[src/rtl/turn_sequencer.sv]
`default_nettype none
// ============================================================================
// Module   : turn_sequencer
// Purpose  : Turn controller for the tic-tac-toe datapath. Owns the board
//            register and alternates moves, player first. Each proposed move
//            is shown to the external wrong-move checker through a one-hot
//            enable. The move is then committed or rejected and re-requested.
//            After every commit the board is scored for a win or a draw.
// Revision : 1.0 - initial release
// ----------------------------------------------------------------------------
// Ports
//   clock           in   1  rising-edge clock
//   reset_n         in   1  asynchronous active-low reset
//   start           in   1  begin a new game (honoured in IDLE / DONE)
//   player_move     in   4  player cell code 1..9
//   player_valid    in   1  player_move valid
//   player_ready    out  1  player move accepted this cycle
//   computer_move   in   4  computer cell code 1..9
//   computer_valid  in   1  computer_move valid
//   computer_ready  out  1  computer move accepted this cycle
//   wrong_move      in   1  combinational verdict from the external checker
//   p_enable        out  9  one-hot player cell strobe (bit k-1 = cell k)
//   c_enable        out  9  one-hot computer cell strobe
//   pos1..pos9      out  2  cell contents: 00 empty, 01 player, 10 computer
//   illegal         out  1  pulse during a rejecting CHECK cycle
//   move_count      out  4  committed moves 0..9
//   winner          out  2  00 none, 01 player, 10 computer, 11 draw
//   game_over       out  1  high while in DONE
// ============================================================================
module turn_sequencer (
    input  logic       clock,
    input  logic       reset_n,
    input  logic       start,
    input  logic [3:0] player_move,
    input  logic       player_valid,
    output logic       player_ready,
    input  logic [3:0] computer_move,
    input  logic       computer_valid,
    output logic       computer_ready,
    input  logic       wrong_move,
    output logic [8:0] p_enable,
    output logic [8:0] c_enable,
    output logic [1:0] pos1,
    output logic [1:0] pos2,
    output logic [1:0] pos3,
    output logic [1:0] pos4,
    output logic [1:0] pos5,
    output logic [1:0] pos6,
    output logic [1:0] pos7,
    output logic [1:0] pos8,
    output logic [1:0] pos9,
    output logic       illegal,
    output logic [3:0] move_count,
    output logic [1:0] winner,
    output logic       game_over
);

    typedef enum logic [2:0] {
        S_IDLE    = 3'd0,
        S_P_WAIT  = 3'd1,
        S_P_CHECK = 3'd2,
        S_P_EVAL  = 3'd3,
        S_C_WAIT  = 3'd4,
        S_C_CHECK = 3'd5,
        S_C_EVAL  = 3'd6,
        S_DONE    = 3'd7
    } state_t;

    localparam logic [1:0] c_WIN_NONE     = 2'b00;
    localparam logic [1:0] c_WIN_PLAYER   = 2'b01;
    localparam logic [1:0] c_WIN_COMPUTER = 2'b10;
    localparam logic [1:0] c_WIN_DRAW     = 2'b11;
    localparam logic [3:0] c_FULL_BOARD   = 4'd9;

    state_t     state_q, state_d;
    // The board is held as two occupancy masks; bit k-1 stands for cell k.
    logic [8:0] pmask_q, pmask_d;
    logic [8:0] cmask_q, cmask_d;
    logic [3:0] move_q,  move_d;
    logic [3:0] count_q, count_d;
    logic [1:0] winner_q, winner_d;

    logic [8:0] w_cell;
    logic       w_occupied;
    logic       w_reject;

    // Codes outside 1..9 decode to no cell at all, which forces a reject.
    function automatic logic [8:0] decode_cell(input logic [3:0] code);
        logic [8:0] onehot;
        onehot = 9'd0;
        if (code >= 4'd1 && code <= 4'd9) begin
            onehot = 9'd1 << (code - 4'd1);
        end
        return onehot;
    endfunction

    // Rows, columns and both diagonals.
    function automatic logic has_line(input logic [8:0] m);
        return (m[0] & m[1] & m[2]) | (m[3] & m[4] & m[5]) | (m[6] & m[7] & m[8]) |
               (m[0] & m[3] & m[6]) | (m[1] & m[4] & m[7]) | (m[2] & m[5] & m[8]) |
               (m[0] & m[4] & m[8]) | (m[2] & m[4] & m[6]);
    endfunction

    // Occupancy is checked here as well, so a misbehaving external checker
    // can never cause a cell to be overwritten.
    assign w_cell     = decode_cell(move_q);
    assign w_occupied = |(w_cell & (pmask_q | cmask_q));
    assign w_reject   = wrong_move | (w_cell == 9'd0) | w_occupied;

    always_ff @(posedge clock or negedge reset_n) begin
        if (!reset_n) begin
            state_q  <= S_IDLE;
            pmask_q  <= 9'd0;
            cmask_q  <= 9'd0;
            move_q   <= 4'd0;
            count_q  <= 4'd0;
            winner_q <= c_WIN_NONE;
        end else begin
            state_q  <= state_d;
            pmask_q  <= pmask_d;
            cmask_q  <= cmask_d;
            move_q   <= move_d;
            count_q  <= count_d;
            winner_q <= winner_d;
        end
    end

    always_comb begin
        state_d  = state_q;
        pmask_d  = pmask_q;
        cmask_d  = cmask_q;
        move_d   = move_q;
        count_d  = count_q;
        winner_d = winner_q;
        p_enable = 9'd0;
        c_enable = 9'd0;
        illegal  = 1'b0;

        case (state_q)
            S_IDLE, S_DONE: begin
                if (start) begin
                    pmask_d  = 9'd0;
                    cmask_d  = 9'd0;
                    count_d  = 4'd0;
                    winner_d = c_WIN_NONE;
                    state_d  = S_P_WAIT;
                end
            end
            S_P_WAIT: begin
                if (player_valid) begin
                    move_d  = player_move;
                    state_d = S_P_CHECK;
                end
            end
            S_P_CHECK: begin
                p_enable = w_cell;
                if (w_reject) begin
                    illegal = 1'b1;
                    state_d = S_P_WAIT;
                end else begin
                    pmask_d = pmask_q | w_cell;
                    count_d = count_q + 4'd1;
                    state_d = S_P_EVAL;
                end
            end
            S_P_EVAL: begin
                if (has_line(pmask_q)) begin
                    winner_d = c_WIN_PLAYER;
                    state_d  = S_DONE;
                end else if (count_q == c_FULL_BOARD) begin
                    winner_d = c_WIN_DRAW;
                    state_d  = S_DONE;
                end else begin
                    state_d = S_C_WAIT;
                end
            end
            S_C_WAIT: begin
                if (computer_valid) begin
                    move_d  = computer_move;
                    state_d = S_C_CHECK;
                end
            end
            S_C_CHECK: begin
                c_enable = w_cell;
                if (w_reject) begin
                    illegal = 1'b1;
                    state_d = S_C_WAIT;
                end else begin
                    cmask_d = cmask_q | w_cell;
                    count_d = count_q + 4'd1;
                    state_d = S_C_EVAL;
                end
            end
            S_C_EVAL: begin
                // The draw branch is kept for symmetry even though a
                // player-first game always fills the board on a player move.
                if (has_line(cmask_q)) begin
                    winner_d = c_WIN_COMPUTER;
                    state_d  = S_DONE;
                end else if (count_q == c_FULL_BOARD) begin
                    winner_d = c_WIN_DRAW;
                    state_d  = S_DONE;
                end else begin
                    state_d = S_P_WAIT;
                end
            end
            default: begin
                state_d = S_IDLE;
            end
        endcase
    end

    assign player_ready   = (state_q == S_P_WAIT);
    assign computer_ready = (state_q == S_C_WAIT);
    assign game_over      = (state_q == S_DONE);
    assign move_count     = count_q;
    assign winner         = winner_q;

    assign pos1 = {cmask_q[0], pmask_q[0]};
    assign pos2 = {cmask_q[1], pmask_q[1]};
    assign pos3 = {cmask_q[2], pmask_q[2]};
    assign pos4 = {cmask_q[3], pmask_q[3]};
    assign pos5 = {cmask_q[4], pmask_q[4]};
    assign pos6 = {cmask_q[5], pmask_q[5]};
    assign pos7 = {cmask_q[6], pmask_q[6]};
    assign pos8 = {cmask_q[7], pmask_q[7]};
    assign pos9 = {cmask_q[8], pmask_q[8]};

endmodule
`default_nettype wire

[config.mk]
export PLATFORM = sky130hd
export DESIGN_NAME = turn_sequencer
export DESIGN_NICKNAME = d
export VERILOG_FILES = /design/src/rtl/turn_sequencer.sv
export SDC_FILE = /design/constraint.sdc
export NUM_CORES = 1
export LEC_CHECK = 0
export BUFFER_PORTS_ARGS = -buffer_cell sky130_fd_sc_hd__buf_2
export CAP_MARGIN = 20
export CORE_MARGIN = 2
export CORE_UTILIZATION = 52
export DETAILED_ROUTE_END_ITERATION = 8
export HOLD_SLACK_MARGIN = 0.02
export PLACE_DENSITY = 0.83
export SLEW_MARGIN = 20
export SYNTH_ARGS = -nofsm -noshare
export SYNTH_HDL_FRONTEND = slang
export SYNTH_SLANG_ARGS = --single-unit
export TNS_END_PERCENT = 30
[constraint.sdc]
create_clock -name clock -period 2.9 [get_ports clock]
set_input_delay 0.435 -clock clock [delete_from_list [all_inputs] [get_ports clock]]
set_output_delay 0.435 -clock clock [all_outputs]
set_load 0.03 [all_outputs]
# ---- Word level (Yosys, flattened, before mapping)
# Index checks and enable logic that the tools add are counted.
# Widths: inputs -> output; s select.
dict set report classes {
  addsub 2
  order_cmp 2
  eq_ne 14
  n_shift 1
  mux 31
  bitwise 52
  reduce_logical 17
}
# operator n
set ops {}
lappend ops {{$mux 9} 6}
lappend ops {{$pmux 9 s2} 2}
lappend ops {{$and 1x1->1} 32}
lappend ops {{$or 9x9->9} 3}
lappend ops {{$pmux 3 s7} 1}
lappend ops {{$mux 2} 8}
lappend ops {{$mux 4} 4}
lappend ops {{$or 1x1->1} 16}
lappend ops {{$pmux 4 s2} 2}
lappend ops {{$mux 3} 5}
lappend ops {{$reduce_and 3->1} 5}
lappend ops {{$eq 3x3->1 const B} 4}
lappend ops {{$ne 2x2->1 const B} 6}
lappend ops {{$and 9x9->9} 1}
lappend ops {{$logic_not 9->1} 1}
lappend ops {{$reduce_or 9->1} 1}
lappend ops {{$shl 1x4->9 const A} 1}
lappend ops {{$reduce_bool 2->1} 4}
lappend ops {{$eq 3x2->1 const B} 2}
lappend ops {{$pmux 2 s3} 1}
lappend ops {{$add 4x1->4 const B} 1}
lappend ops {{$eq 4x4->1 const B} 1}
lappend ops {{$ge 4x1->1 const B} 1}
lappend ops {{$le 4x4->1 const B} 1}
lappend ops {{other kinds (8)} 10}
dict set report word_totals {
  register_bits 31
  input_bits 14
  output_inout_bits 46
  word_cells 125
}

# ---- Longest topological paths before layout
# Gate-level depths: netlist (run 1).
dict set report depth {
  ltp_word 11
  mapped_depth 10
  ltp_nobuf 8
}

# ---- Least setup slack after synthesis (run 1)
# Ideal clock, no wire load.
dict set report synth_path {
  kind {reg-to-output}
  startpoint {register move_q[0]}
  endpoint {output port illegal}
  arrival_time_ns 2.241
  required_time_ns 2.465
  setup_slack_ns 0.224
  path_stages_with_launch 9
  n_path_buf 1
  path_cell_list {dfrtp_1 buf_6 nor2_1 ha_1 or4b_4 o22ai_1 nor3_2 nand4_4 and2_1}
}
dict set report synth_via {
  elab_chain_cells 8
  elab_cells_between_ends 13
  cone_classes {add/sub: 1; order compare: 2; shift: 1; mux: 3; bitwise: 3; reduce/logical: 3}
}
# item line
set synth_rtl {}
lappend synth_rtl {{from (decl)} 79} ;# logic [3:0] move_q, move_d;
lappend synth_rtl {{from (signal assigned)} 122} ;# move_q <= move_d;
lappend synth_rtl {{$sub 4x1->4, or another cell as far along} 92} ;# onehot = 9'd1 << (code - 4'd1);
lappend synth_rtl {{$shl 1x4->9 or $logic_and 1x1->1 (tied branches)} {92, 91}}
lappend synth_rtl {{$mux 9 (*)} 91} ;# if (code >= 4'd1 && code <= 4'd9) begin
lappend synth_rtl {{$logic_not 9->1 or $and 9x9->9 (tied branches)} {108, 107}}
lappend synth_rtl {{$or 1x1->1 or $reduce_or 9->1 (tied branches)} {108, 107}}
lappend synth_rtl {{$or 1x1->1 (*)} 108} ;# assign w_reject = wrong_move | (w_cell == 9'd0) | w_occupied;
lappend synth_rtl {{$mux 1 (*)} {157, 185}}
lappend synth_rtl {{$mux 1 (*)} n/a}
lappend synth_rtl {{to (decl)} 52} ;# output logic illegal,
# Mark *: on every way between the ends. The rest lies on a longest branch, timed or not.

# ---- Worst setup path after layout (run 1)
dict set report layout_path {
  startpoint {register move_q[1]}
  endpoint {output port illegal}
}
# The elaborated chain is that of the path after synthesis.

==> run metrics, run 1 <==
status finished, final reports clean; via/cell ratio around 5.9; Cell Area, Synth 2020 sq um; Max Root-Sink Buffers 2; first-pass GRT wire length 8890 um; Synth Instances 245; fin worst setup slack between 70 and 80 ps; post-route insts no fill 360; worst r2r path cells 8; final setup skew 4.18 ps; synthesized area per cell 8.24 sq um; reg2reg end pmask_q[4]; total power 2210 uW; n_diodes 0; kind of critical path flop to output pin; top post-synthesis cells by area dfrtp_1 (38%), nand2_1 (7.1%), nor2_1 (6.9%); Die Y 66.3 um; largest area contributor in the netlist dfrtp_1; Port Buffers 59; Crit path buffers/inverters 1; Yosys cell types 47; Static Leakage 0.00118 uW; clk sinks 31; CP max FO 8; critical path endpoint category output pin; Detailed Routing Iterations Pass 1 5; grt ovf 0; 1st-iter DRT viols ~160; # DRC 0; Power Density 881 nW/um^2; asr flop ratio synth 100%; Layout area overhead 24.1%; maximum clock frequency between 300 and 400 MHz; Clk Latency, worst-skew pair 280 ps; via count 2124; Antenna Nets Post-Route 0; CTS tree built; Clock transition at path regs ~60 ps; fraction of layout instances using a drive strength above 1 between 30% and 40%; flops & latches, synth 31; RR Startpoint move_q[1]; met2 global-route usage 40.5%; vias in the first global route 1852; initial antenna violation count 0; CTS root buf clkbuf_8; core area 3690 sq um; startpoint types flop; H-tree depth 2; sequential area share after synthesis 38.4%; Crit path largest cell delay 560 ps; top cell type's share of synthesized area about two fifths; Die W approximately 66 um; nets 329; Period minus WS final 2820 ps; Peak VDD IR 0.539 mV; Final HPWL DP 4000 um; hold_buf cts 0; critical path's top delay family simple AND/OR/NAND/NOR gates; WL/cell 15.5 um; row cnt 22; met1 global-route usage 38.0%; Primary FF master, synth dfrtp_1; Final period util 97.4%; Global Route Usage Sum 26.3%; placed cells ~350; Top Usage Layer GRT met2; Slew @ Worst Pin 719 ps; relative max-transition margin 52.1%; Initial Util 54.7%; boundary pin count 60; largest net degree at the start of global routing 32; Finish-stage setup viols 0; GP Congestion 0.957; Worst EP arrival 2390 ps; Crit path required time 2470 ps; CP Cell Sequence nor2_4 > ha_4 > or4b_4 > o22ai_2 > nor3_2 > nand4_4 > and2_1 > buf_4; die area 4400 sq um; fin. max-slew vios 0; Post-synth EDFFs 0; total of max-cap violations 0; yosys warns 0; pre-CTS setup slack 205 ps; Num CTS Buffers 5; met3 global-route usage 4.94%; Worst R2R Setup Slack 560 ps; Critical-path top delay cell or4b_4; Final Hold Vio Count 0; Post-Syn Nets 263; Hold Path Class input port to async pin; final wirelength between 5000 and 6000 um
-- cell families (layout without fill, tap and decap cells) --
logic type / Yosys count / after routing / synth area share [%]
DFF: 31 / 31 / 38.4
adders and majority gates: 4 / 4 / 2.48
buffers and inverters: 20 / 87 / 5.14
AOI/OAI and AO/OA: 73 / 73 / 23.7
and+or+nand+nor: 111 / 111 / 27.4
xor gates and xnor gates: 1 / 1 / 0.434
muxes: 5 / 5 / 2.48
-- area by class of cell --
cell class / instances / area, sq um
Sequential cell: 31 / 777
Tap cell: 48 / 60.1
Fill cell: 320 / 1180
Clock inverter: 1 / 5.00
Clock buffer: 7 / 76.3
Multi-Input combinational cell: 194 / 1170
Timing Repair Buffer: 72 / 395
Inverter: 7 / 26.3
-- what timing repair did --
item,CTS,global route
pin swaps,0,1
buffers inserted,0,3
gates resized for setup,5,2
endpoints found under the setup margin,1,1
-- worst max path at each step --
stage | startpoint | to | slack [ps] | cells after the start
CTS | move_q[0] | illegal | 7 | 8
global route | move_q[1] | illegal | -10 | 8
detailed placement | move_q[2] | illegal | 200 | 8
finish | move_q[1] | illegal | 80 | 8
floorplan | move_q[0] | illegal | 220 | 8
global placement | move_q[0] | illegal | 270 | 8
-- stage by stage --
| step | util (%) | area, sq um | hold WS, ps | setup TNS (ps) |
|---|---|---|---|---|
| floorplan | - | 2020 | 139 | 0 |
| global route | 67.9 | 2510 | 243 | -9.85 |
| detailed placement | 64.3 | 2370 | 518 | 0 |
| CTS | 66.9 | 2470 | 220 | 0 |
| global placement | 64.3 | 2370 | 524 | 0 |
| finish | 67.9 | 2510 | 194 | 0 |
-- Yosys cell counts (2+ instances only) --
library cell  number
buf_6              2
buf_2              2
buf_4              3
nand3_1            4
nor3_1             7
inv_2              2
a21oi_1            9
nor2_1            37
a22o_1            12
o21ai_1           23
ha_1               4
o21ai_0            6
dfrtp_1           31
nor2b_1            2
inv_1              5
o22a_1             3
clkbuf_1           6
mux2i_1            5
nand2b_1           3
or2_2              3
a31oi_1            4
or3_1              2
nor3_2             3
o22ai_1            5
nand2_1           38
or2_1              2
nand4bb_1          2
-- state kept, by name, summed over array words and instances (netlist names) --
register	cells
cmask_q	9
pmask_q	9
move_count	4
move_q	4
state_q	3
winner	2
-- cell usage in the layout (no fill, tap or decap), types with 2 or more instances in the layout --
cell type	count
o21ai_0	6
a31oi_1	4
dfrtp_1	30
or3_1	2
ha_1	3
inv_2	2
or2_2	3
nand3_1	4
nand2b_1	3
a21oi_1	9
clkbuf_8	5
o22ai_1	4
a22o_1	12
o21ai_1	23
o22a_1	3
buf_2	58
inv_1	5
buf_4	14
clkbuf_1	2
nor3_2	3
or2_1	2
nand2_1	38
mux2i_1	5
nor2_1	36
nand4bb_1	2
nor2b_1	2
nor3_1	7
-- power breakdown --
group / switching, uW / leakage (uW) / internal (uW) / total, uW
clock network: 155 / 0.0000422 / 168 / 323
registers: 148 / 0.000420 / 523 / 671
logic: 759 / 0.000720 / 455 / 1210
-- routing by layer --
| layer | share of wire [%] | vias up |
|---|---|---|
| met5 | 0 | - |
| met4 | 1.3 | 0 |
| li1 | - | 1011 |
| met1 | 45 | 1000 |
| met2 | 46 | 103 |
| met3 | 7.6 | 10 |
-- worst reg2reg max path, stage by stage (launching register included) --
cell,delay [ps]
dfrtp_1,410
nor2_4,150
ha_4,240
or4b_4,560
o22ai_2,200
nor3_2,90
nand4_4,110
or2_1,340
o21ai_1,110
No activity file was read; power rests on OpenSTA's default activity.
==> inputs of run 2 (changes only) <==
- CELL_PAD_IN_SITES_DETAIL_PLACEMENT: default -> 1
- CELL_PAD_IN_SITES_GLOBAL_PLACEMENT: default -> 1
- CORE_UTILIZATION: 52 -> 37
- PLACE_DENSITY: 0.83 -> 0.82
==> run 2 against run 1 <==
Cell count up 5.8%. Fmax up 1.7%. Clock power up 20%. Via count down 0.24%. Worst setup slack better by 47 ps. Critical path type unchanged. Total power up 3.6%. Register-to-register slack about the same. Global-route usage down 3.1 points.
==> run metrics, run 2 (synthesized netlist as in run 1, its figures left out) <==
Antenna Nets Post-Route 0 (unchanged); via/cell ratio 5.56 (was 5.90); Worst EP arrival 2340 ps (was 2390 ps); Die Y 77.9 um (was 66.3 um); startpoint types flop (unchanged); clk sinks 31 (unchanged); RSZ-0062 raised after global routing no; Crit path required time 2470 ps (about the same); nets 328 (was 329); GP Congestion 0.850 (was 0.957); final wirelength 6540 um (was 5570 um); Final Hold Vio Count 0 (unchanged); initial antenna violation count 0 (unchanged); 1st-iter DRT viols 227 (was 163); fin worst setup slack 123 ps (was 75.5 ps); final setup skew 9.85 ps (was 4.18 ps); n_diodes 0 (unchanged); Port Buffers 59 (unchanged); FILL cells 653 (was 320); number of post-CTS setup repair buffers 0 (unchanged); pre-CTS setup slack 167 ps (was 205 ps); CP max FO 8 (unchanged); kind of critical path flop to output pin (unchanged); via count 2119 (was 2124); WL/cell 17.2 um (was 15.5 um); Core Util, Final 49.3% (was 67.9%); maximum clock frequency 360 MHz (was 354 MHz); Period minus WS final 2780 ps (was 2820 ps); die area 6060 sq um (was 4400 sq um); relative max-transition margin 52.6% (was 52.1%); commonest cells after routing, fill and taps aside buf_2 (58), nand2_1 (38), nor2_1 (36), dfrtp_1 (31), o21ai_1 (23) (was buf_2 (58), nand2_1 (38), nor2_1 (36), dfrtp_1 (30), o21ai_1 (23)); Global Route Usage Sum 23.2% (was 26.3%); Crit path buffers/inverters 1 (unchanged); Crit path largest cell delay 560 ps (about the same); Peak VDD IR 0.388 mV (was 0.539 mV); Finish-stage setup viols 0 (unchanged); fraction of layout instances using a drive strength above 1 30.9% (was 30.4%); first-pass GRT wire length 11000 um (was 8890 um); Worst R2R Setup Slack 550 ps (was 560 ps); grt ovf 0 (unchanged); Hold Path Class input port to async pin (unchanged); Clock transition at path regs 70 ps (was 60 ps); largest net degree at the start of global routing 32 (unchanged); post-route insts no fill 381 (was 360); Final HPWL DP 4930 um (was 4000 um); core area 5170 sq um (was 3690 sq um); Num CTS Buffers 5 (unchanged); total of max-cap violations 0 (unchanged); CP Cell Sequence nor2_4 > ha_4 > or4b_4 > o22ai_2 > nor3_2 > nand4_4 > and2_4 > buf_4 (was nor2_4 > ha_4 > or4b_4 > o22ai_2 > nor3_2 > nand4_4 > and2_1 > buf_4); net switching power 1100 uW (was 1060 uW); setup tns final 0 ps (unchanged); CTS tree built (unchanged); Initial Util 39.0% (was 54.7%); fin. max-slew vios 0 (unchanged); Detailed Routing Iterations Pass 1 4 (was 5); critical path's top delay family simple AND/OR/NAND/NOR gates (unchanged); H-tree depth 2 (unchanged); placed cells 373 (was 349); boundary pin count 60 (unchanged); largest registers cmask_q: 9 flops, pmask_q: 9 flops (unchanged); commonest non-fill, non-tap cell in the layout buf_2 (unchanged); status finished, final reports clean (unchanged); Sequential Power Share 28.2% (was 30.4%); Power Density 897 nW/um^2 (was 881 nW/um^2); # DRC 0 (unchanged); Sw Share 48.1% (about the same); Clk Latency, worst-skew pair 290 ps (was 280 ps); Max Root-Sink Buffers 2 (unchanged); Layout area overhead 26.3% (was 24.1%); clock share of power 16.9% (was 14.6%); critical path endpoint category output pin (unchanged); row cnt 26 (was 22); vias in the first global route 2050 (was 1852); Internal Power 1190 uW (was 1150 uW); total power 2290 uW (was 2210 uW); Slew @ Worst Pin 712 ps (was 719 ps); Final period util 95.8% (was 97.4%); hold_buf cts 0 (unchanged); Die W 77.9 um (was 66.3 um); Comb power frac 54.9% (was 55.0%); Static Leakage 0.00119 uW (was 0.00118 uW); CTS root buf clkbuf_8 (unchanged); Critical-path top delay cell or4b_4 (unchanged)
## run 2: cell types whose count changed in the layout (fill, tap and decap cells not counted)
cell / change
clkbuf_8: +2
buf_4: -1
and2_1: -1
dfrtp_2: -1
clkbuf_1: -2
clkinvlp_4: +1
and2_4: +1
dfrtp_1: +1
clkinv_2: -1
## run 2: per-stage QoR
step	hold WS [ps]	cell area, sq um
after floorplan	139	2020
after global placement	527	2410
after detailed placement	526	2410
after CTS	218	2540
after global routing	246	2550
final	187	2550
## run 2: worst paths after layout
check,startpoint,end,cells after the start
max in group asynchronous,reset_n,move_count[0],1
max reg2reg,move_q[1],cmask_q[2],8
min in group clock,player_move[2],move_q[2],3
min reg2reg,move_count[0],move_count[0],1
min,reset_n,pmask_q[7],1
max,move_q[1],illegal,8
## run 2: layout make-up
| class | count | area, sq um | share of cell area, % |
|---|---|---|---|
| multi-input combinational | 194 | 1170 | 45.8 |
| inverter | 7 | 26.3 | 1.03 |
| timing repair buffer | 71 | 388 | 15.2 |
| tap | 70 | 87.6 | 3.43 |
| clock inverter | 1 | 7.51 | 0.294 |
| sequential | 31 | 776 | 30.4 |
| clock buffer | 7 | 96.3 | 3.78 |
## run 2: worst register-to-register path: stages, from the launching register on
cell and delay, ps:
dfrtp_1 400, nor2_4 160, ha_4 240, or4b_4 560, o22ai_2 200, nor3_2 80
nand4_4 110, or2_1 360, o21ai_1 120
## run 2: metal layers
layer / global-route usage [%] / vias to the layer above / part of all wire, %
met5: 0 / - / 0
met4: 5.36 / 0 / 0.84
met3: 3.72 / 6 / 5.1
met2: 36.5 / 66 / 48
met1: 33.4 / 1042 / 46
li1: - / 1005 / -
## run 2: what timing repair did
item,in CTS,in global routing
pin swaps,0,1
endpoints found under the hold margin,0,0
gates resized for setup,5,2
gates cloned,0,0
endpoints found under the setup margin,1,1
## run 2: power by group through the flow
stage / logic (uW) / clock network [uW] / registers [uW]
2_1_floorplan: 797 / 0 / 698
3_3_place_gp: 1170 / 0 / 637
3_5_place_dp: 1200 / 0 / 643
4_1_cts: 1250 / 396 / 639
5_1_grt: 1380 / 418 / 661
6_report: 1260 / 387 / 645
==> inputs of run 3 (changes only) <==
- PLACE_DENSITY: 0.82 -> 0.86
==> run 3 against run 2 <==
Sequential power increased by 3.4%. Critical path type unchanged. Global-route usage down 0.36 points. Hold slack better by 8.6 ps. Clock skew shrank 4.3 ps. Total power rose by 2.2%. Fmax is 1.5% lower. Core utilization did not move. Cell area did not move. Non-clock buffer count shrank 1. Via count shrank 0.52%. Register-to-register slack about the same. Count of clock-buffer cells in the layout decreased by 2.
==> run metrics, run 3 (synthesized netlist as in run 1, its figures left out) <==
Port Buffers 59 (unchanged); Finish-stage setup viols 0 (unchanged); Clock transition at path regs 70 ps (about the same); Num CTS Buffers 5 (unchanged); via/cell ratio 5.55 (was 5.56); clk sinks 31 (unchanged); Antenna Nets Post-Route 0 (unchanged); H-tree depth 2 (unchanged); fraction of layout instances using a drive strength above 1 30.6% (was 30.9%); Static Leakage 0.00119 uW (about the same); initial antenna violation count 0 (unchanged); GP Congestion 0.849 (was 0.850); Power Density 917 nW/um^2 (was 897 nW/um^2); FILL cells 652 (was 653); total of max-cap violations 0 (unchanged); n_diodes 0 (unchanged); Crit path largest cell delay 560 ps (about the same); Crit path buffers/inverters 2 (was 1); Slew @ Worst Pin 719 ps (was 712 ps); Crit path required time 2470 ps (about the same); final wirelength 6670 um (was 6540 um); Final HPWL DP 4980 um (was 4930 um); WL/cell 17.5 um (was 17.2 um); maximum clock frequency 355 MHz (was 360 MHz); boundary pin count 60 (unchanged); total power 2340 uW (was 2290 uW); Final Hold Vio Count 0 (unchanged); Die W 77.9 um (unchanged); relative max-transition margin 52.0% (was 52.6%); commonest cells after routing, fill and taps aside buf_2 (58), nand2_1 (38), nor2_1 (36), dfrtp_1 (30), o21ai_1 (23) (was buf_2 (58), nand2_1 (38), nor2_1 (36), dfrtp_1 (31), o21ai_1 (23)); critical path endpoint category output pin (unchanged); core area 5170 sq um (unchanged); nets 327 (was 328); Initial Util 39.0% (unchanged); # DRC 0 (unchanged); Final Cell Area 2550 sq um (unchanged); first-pass GRT wire length 10900 um (was 11000 um); Detailed Routing Iterations Pass 1 4 (unchanged); Layout area overhead 26.3% (unchanged); RR Startpoint move_q[2] (was move_q[1]); row cnt 26 (unchanged); CTS root buf clkbuf_8 (unchanged); Hold Path Class input port to async pin (unchanged); vias in the first global route 2128 (was 2050); Clk Latency, worst-skew pair 280 ps (was 290 ps); largest registers cmask_q: 9 flops, pmask_q: 9 flops (unchanged); via count 2108 (was 2119); kind of critical path flop to output pin (unchanged); Period minus WS final 2820 ps (was 2780 ps); startpoint types flop (unchanged); fin. max-slew vios 0 (unchanged); reg2reg end pmask_q[8] (was cmask_q[2]); Critical-path top delay cell or4b_4 (unchanged); Worst R2R Setup Slack 560 ps (was 550 ps); Peak VDD IR 0.446 mV (was 0.388 mV); Die Y 77.9 um (unchanged); status finished, final reports clean (unchanged); CP Cell Sequence inv_1 > ha_4 > or4b_4 > o22ai_2 > nor3_2 > nand4_4 > and2_1 > buf_4 (was nor2_4 > ha_4 > or4b_4 > o22ai_2 > nor3_2 > nand4_4 > and2_4 > buf_4); Max Root-Sink Buffers 2 (unchanged); critical path's top delay family simple AND/OR/NAND/NOR gates (unchanged); final setup skew 5.54 ps (was 9.85 ps); die area 6060 sq um (unchanged); commonest non-fill, non-tap cell in the layout buf_2 (unchanged); 1st-iter DRT viols 190 (was 227); CP max FO 8 (unchanged); largest net degree at the start of global routing 32 (unchanged); worst r2r path cells 8 (unchanged); CTS tree built (unchanged); Global Route Usage Sum 22.9% (was 23.2%); hold_buf cts 0 (unchanged); Worst EP arrival 2390 ps (was 2340 ps); DP Area 2400 sq um (was 2410 sq um); Final period util 97.2% (was 95.8%); grt ovf 0 (unchanged)
run 3: worst max-delay path by stage:
stage	from	endpoint	slack [ps]	cells past startpoint
4_1_cts	move_q[1]	illegal	20	8
3_5_place_dp	move_q[0]	illegal	160	8
3_3_place_gp	move_q[0]	illegal	240	8
5_1_grt	move_q[2]	illegal	-30	8
2_1_floorplan	move_q[0]	illegal	220	8
6_report	move_q[2]	illegal	80	8
run 3: final cells by class:
| cell class | instances | area [sq um] | share of cell area (%) |
|---|---|---|---|
| Clock buffer | 5 | 68.8 | 2.70 |
| Clock inverter | 3 | 43.8 | 1.72 |
| Inverter | 7 | 26.3 | 1.03 |
| Multi-Input combinational cell | 194 | 1170 | 45.7 |
| Sequential cell | 31 | 777 | 30.5 |
| Tap cell | 70 | 87.6 | 3.43 |
| Timing Repair Buffer | 70 | 380 | 14.9 |
run 3: timing repair:
action	in CTS	in global routing
endpoints found under the setup margin	1	1
resized for setup	5	2
buffers inserted	1	0
pin swaps	1	0
run 3: through the flow:
stage / hold slack (ps) / setup TNS, ps / instances / worst slack, ps / util, %
floorplan: 139 / 0 / 245 / 224 / -
global placement: 538 / 0 / 371 / 236 / 46.4
detailed placement: 543 / 0 / 371 / 162 / 46.4
CTS: 235 / 0 / 380 / 20.7 / 49.0
global route: 251 / -29.1 / 380 / -29.1 / 49.3
finish: 196 / 0 / 380 / 79.8 / 49.3
run 3: routing by layer:
layer	vias up	global-route usage [%]	part of all wire (%)
met1	1033	29.8	43
met3	12	4.19	4.8
met4	0	6.25	1.8
met2	58	38.7	50
li1	1005	-	-
met5	-	0	0
run 3: power breakdown:
group	leakage [uW]	internal (uW)	total, uW	switching (uW)
registers	0.000420	523	667	145
logic	0.000710	444	1240	793
clock network	0.0000581	256	433	177
total	0.00119	1220	2340	1120
